$ cat src/rtl/mul_sequencer.sv
// mul_sequencer: 64-cycle shift-and-add multiplier sequencer (IDLE/RUN/DONE).
// Ports: clk, rst_n (sync, active low); start, opcode[10:0], op_a[63:0], op_b[63:0] in;
//        busy, done, illegal, result[63:0], alu_ctrl[3:0] out.
// Option: define MUL_EARLY_EXIT_EN to leave RUN once the remaining multiplier is zero.
module mul_sequencer (
   input  logic        clk,
   input  logic        rst_n,
   input  logic        start,
   input  logic [10:0] opcode,
   input  logic [63:0] op_a,
   input  logic [63:0] op_b,
   output logic        busy,
   output logic        done,
   output logic        illegal,
   output logic [63:0] result,
   output logic [3:0]  alu_ctrl
);

   localparam logic [10:0] OPC_MUL = 11'b10011011000;
   localparam logic [3:0]  ALU_ADD = 4'b0010;
   localparam logic [3:0]  ALU_NOP = 4'b0000;

   typedef enum logic [1:0] {
      IDLE = 2'b00,
      RUN  = 2'b01,
      DONE = 2'b10
   } state_e;

   state_e      state_q, state_d;
   logic [63:0] acc_q, acc_d;
   logic [63:0] mcand_q, mcand_d;
   logic [63:0] mplier_q, mplier_d;
   logic [6:0]  count_q, count_d;
   logic        illegal_q, illegal_d;
   logic [63:0] result_q, result_d;

   logic [63:0] acc_nxt;
   logic [63:0] mplier_sh;
   logic        last;

   always_ff @(posedge clk) begin
      if (!rst_n) begin
         state_q   <= IDLE;
         acc_q     <= '0;
         mcand_q   <= '0;
         mplier_q  <= '0;
         count_q   <= '0;
         illegal_q <= 1'b0;
         result_q  <= '0;
      end else begin
         state_q   <= state_d;
         acc_q     <= acc_d;
         mcand_q   <= mcand_d;
         mplier_q  <= mplier_d;
         count_q   <= count_d;
         illegal_q <= illegal_d;
         result_q  <= result_d;
      end
   end

   always_comb begin
      state_d   = state_q;
      acc_d     = acc_q;
      mcand_d   = mcand_q;
      mplier_d  = mplier_q;
      count_d   = count_q;
      illegal_d = illegal_q;
      result_d  = result_q;
      busy      = 1'b0;
      done      = 1'b0;
      illegal   = 1'b0;
      alu_ctrl  = ALU_NOP;
      // Partial-product step; carries past bit 63 fall off.
      acc_nxt   = mplier_q[0] ? (acc_q + mcand_q) : acc_q;
      mplier_sh = mplier_q >> 1;
      last      = 1'b0;

      unique case (state_q)
         IDLE: begin
            if (start) begin
               if (opcode != OPC_MUL) begin
                  state_d   = DONE;
                  illegal_d = 1'b1;
                  result_d  = '0;
               end
`ifdef MUL_EARLY_EXIT_EN
               else if (op_b == '0) begin
                  state_d   = DONE;
                  illegal_d = 1'b0;
                  result_d  = '0;
               end
`endif
               else begin
                  state_d   = RUN;
                  illegal_d = 1'b0;
                  acc_d     = '0;
                  mcand_d   = op_a;
                  mplier_d  = op_b;
                  count_d   = '0;
               end
            end
         end
         RUN: begin
            busy     = 1'b1;
            alu_ctrl = ALU_ADD;
            acc_d    = acc_nxt;
            mcand_d  = mcand_q << 1;
            mplier_d = mplier_sh;
            count_d  = count_q + 7'd1;
            // count_q == 63 means this edge completes iteration 64.
            last     = (count_q == 7'd63);
`ifdef MUL_EARLY_EXIT_EN
            last     = last || (mplier_sh == '0);
`endif
            if (last) begin
               state_d  = DONE;
               result_d = acc_nxt;
            end
         end
         DONE: begin
            busy    = 1'b1;
            done    = 1'b1;
            illegal = illegal_q;
            state_d = IDLE;
         end
         default: begin
            state_d = IDLE;
         end
      endcase
   end

   assign result = result_q;

endmodule

$ cat config.mk
export PLATFORM = sky130hd
export DESIGN_NAME = mul_sequencer
export DESIGN_NICKNAME = d
export VERILOG_FILES = /design/src/rtl/mul_sequencer.sv
export SDC_FILE = /design/constraint.sdc
export NUM_CORES = 1
export LEC_CHECK = 0
export CAP_MARGIN = 0
export CELL_PAD_IN_SITES_DETAIL_PLACEMENT = 1
export CELL_PAD_IN_SITES_GLOBAL_PLACEMENT = 1
export CORE_MARGIN = 1.5
export CORE_UTILIZATION = 43
export CTS_BUF_LIST = sky130_fd_sc_hd__clkbuf_8
export CTS_CLUSTER_SIZE = 30
export DETAILED_ROUTE_END_ITERATION = 8
export PLACE_DENSITY_LB_ADDON = 0.1
export SLEW_MARGIN = 20
export SYNTH_ARGS = -nofsm -noshare
export SYNTH_HDL_FRONTEND = slang
export SYNTH_SLANG_ARGS = --single-unit
$ cat constraint.sdc
create_clock -name clk -period 3.51 [get_ports clk]
set_input_delay 0.702 -clock clk [delete_from_list [all_inputs] [get_ports clk]]
set_output_delay 0.702 -clock clk [all_outputs]
set_load 0.01 [all_outputs]
==> results.txt <==
adder-cell share of the synthesized area: 5.75%
slowest stage cell, crit path: a31oi_1
gr usage total: 25.7%
Resize count post-CTS: 0
first-pass GRT wire length: 74500 um
Post-DRT Antenna Nets: 0
Synth Cell Area: 0.0149 mm2
f_max: 306 MHz
status: complete, no violations
CP Launch Type: flop
Placeable Area: 0.0344 mm2
largest family of logic cells by synthesized area: compound AO/OA/AOI/OAI gates
drt pass-1 iters: 5
terminus of the critical flop-to-flop path: acc_q[62]
Residual DRC: 0
worst-path maximum fanout: 6
vias in the first global route: 14200
min Tclk post-route: 3.27 ns
Max rail drop VDD: 0.249 mV
RSZ-0062 raised after global routing: false
asr flop ratio synth: 0%
Worst Skew: 0.0368 ns
Clock Power Share: 47.2%
clock transition at the registers of the reported paths: 0.06 ns
Mapped Cells: 1759
Num CTS Buffers: 49
Synth Area in Simple Gates: 15.6%
Reg power frac: 46.5%
CTS H-tree lvls: 2
most instantiated library cell after synthesis: dfxtp_1
Synth warnings: 0
reg-to-reg startpoint: mcand_q[25]
routed vias: 13800
sequential element share of the synthesized area: 35.7%
clk_lat worst skew: 0.60 ns
switching power: 0.00158 W
period utilization: 93.0%
Synth area leaders: dfxtp_1 (36%), mux2i_1 (10%), a211oi_1 (6.4%), ha_1 (5.6%), nor2_1 (5.3%)
Worst Hold Endpoint: result[59]
hold buffer count at cts: 0
Layout area overhead: 24.1%
Slew Limit Fails: 0
Reg2Reg Setup Slack: 0.24 ns
Final Hold Vio Count: 0
Setup crit start: mcand_q[25]
average wire per cell in the routed design: 19.3 um
CP endpoint kind: flop
Final Net Count: 2146
Congestion Overflow GR: 0
setup ws final: 0.245 ns
Clock Tree Root: clkbuf_8
Buffers on Ports: 209
final hold slack: 0.453 ns
RePlAce Congestion: 0.894
Comb power frac: 6.3%
vias per cell: 5.67
Required @ worst endpoint: 4.00 ns
share of the synthesized area in the top cell type: 35.7%
drt initial violations: 568
hpwl dp: 34100 um
WL final: 47000 um
dominant synthesized flop cell: dfxtp_1
initial antenna violation count: 0
Setup Fix Bufs, Post-CTS: 0
hold crit path type: reg2reg
Starting Density: 43.4%
I/O pins: 213
Leak: 6.70 nW
Pwr Density: 353 mW/mm2
post-synthesis mux area share: 11.3%
site row count: 68
Synth Area in Compound Gates: 22.7%
largest net degree at the start of global routing: 110
Setup WS pre-CTS: -0.00347 ns
post-synth top area cell: dfxtp_1
TritonCTS clock tree: yes
crit-path max cell delay: 0.39 ns
width of the die: 189 um
diode count: 0
r2r worst-path depth: 11
Die Ht: 189 um
Avg Cell Area, Syn: 8.48 um2
Max Root-Sink Buffers: 3
Post-synth EDFFs: 0
layout cells sized above 1: 8.82%
worst-margin pin slew: 1.02 ns
min-delay src: result[59]
CTS Sinks: 266
xor/xnor share of the synthesized area: 3.81%
critical path cell sequence: ha_1, a21oi_1, o21ai_0, a31oi_1, o2111ai_1, nand4_1, nand2_1, a41oi_1, o31ai_1, xor2_1, a22o_1
Critical Path AT: 3.75 ns
top cells by count, synth: dfxtp_1 (266), nor2_1 (212), mux2i_1 (152)
Min-Delay Path Depth: 2
max cap viols: 0
Layout Utilization: 53.9%
Setup Viol. Count Final: 0
Synth Register Bits: 266
Yosys cell types: 85
cell-internal power: 0.00496 W
Crit Path Class: reg2reg
sw frac: 24.1%
die footprint: 0.0358 mm2
Relative slew margins: 32.1%
[layer usage]
metal  vias to the layer above  share of wire [%]  GRT usage [%]
met3                        84                4.1           3.69
met2                       289                 47           43.8
li1                       6749                  -              -
met1                      6649                 46           33.4
met4                         0                2.8           8.18
met5                         -                  0              0
[cell usage in the layout (no fill, tap or decap), types with 6 or more instances in the layout]
cell / n
o211ai_1: 6
and3_1: 17
xor2_1: 29
nor2b_1: 6
xnor2_1: 34
mux2_2: 15
a31oi_1: 11
a221oi_1: 7
a22oi_1: 17
clkbuf_8: 58
nand2b_1: 7
nor3_1: 11
ha_1: 66
clkdlybuf4s50_1: 209
o21ai_0: 72
buf_4: 48
a21oi_1: 140
a211oi_1: 128
nand4_1: 28
nand2_1: 143
mux2i_1: 152
clkinv_2: 9
and2_1: 9
dfxtp_1: 265
a21o_1: 27
o21bai_1: 17
o21ai_1: 9
nor4_1: 6
inv_1: 37
nor2_1: 211
buf_12: 9
a22o_1: 19
nand3_1: 47
[worst max path at each step]
stage / endpoint
4_1_cts: acc_q[48]
6_report: acc_q[62]
2_1_floorplan: acc_q[50]
3_5_place_dp: mplier_q[41]
3_3_place_gp: acc_q[38]
5_1_grt: result[48]
[sequential cells by signal, summed over array words and instances, names as in the netlist]
register / cells
acc_q: 64
count_q: 7
result: 64
mcand_q: 64
mplier_q: 64
illegal_q: 1
state_q: 2
[cell type report]
class	count	area (um2)
fillers	4077	15900
inverters	23	91.3
clock buffers	58	798
repair buffers	266	2630
well taps	455	569
flip-flops and latches	266	5330
clock inverters	30	210
multi-input cells	1330	8890
[power by group through the flow]
stage | combinational, W | sequential, W | clock, W
detailed placement | 0.000414 | 0.00310 | 0
finish | 0.000413 | 0.00304 | 0.00309
global placement | 0.000409 | 0.00310 | 0
global route | 0.000441 | 0.00304 | 0.00332
CTS | 0.000418 | 0.00304 | 0.00318
floorplan | 0.000147 | 0.00310 | 0
[worst max-delay path: cells and delay by family (launching register included)]
kind                     cells  cell delay, ns
AO/OA/AOI/OAI                7            1.94
adder cells (fa/ha/maj)      1            0.38
flip-flops                   1            0.34
AND/OR/NAND/NOR              2            0.32
XOR/XNOR                     1            0.18
[logic make-up after synthesis]
| kind of cell | count (synthesis) |
|---|---|
| and+or+nand+nor | 519 |
| AOI/OAI and AO/OA | 509 |
| DFF | 266 |
| muxes | 167 |
| buffers and inverters | 165 |
| adders and majority gates | 68 |
| xor gates and xnor gates | 64 |
| other | 1 |
[stage by stage]
step	instances	total power (W)	area (um2)	setup TNS, ns
CTS	2427	0.00664	18500	0
global route	2428	0.00680	18500	0
detailed placement	2339	0.00352	17500	-0.00347
global placement	2339	0.00351	17500	0
finish	2428	0.00654	18500	0
floorplan	1761	0.00325	14900	0
No activity file was read; power rests on OpenSTA's default activity.
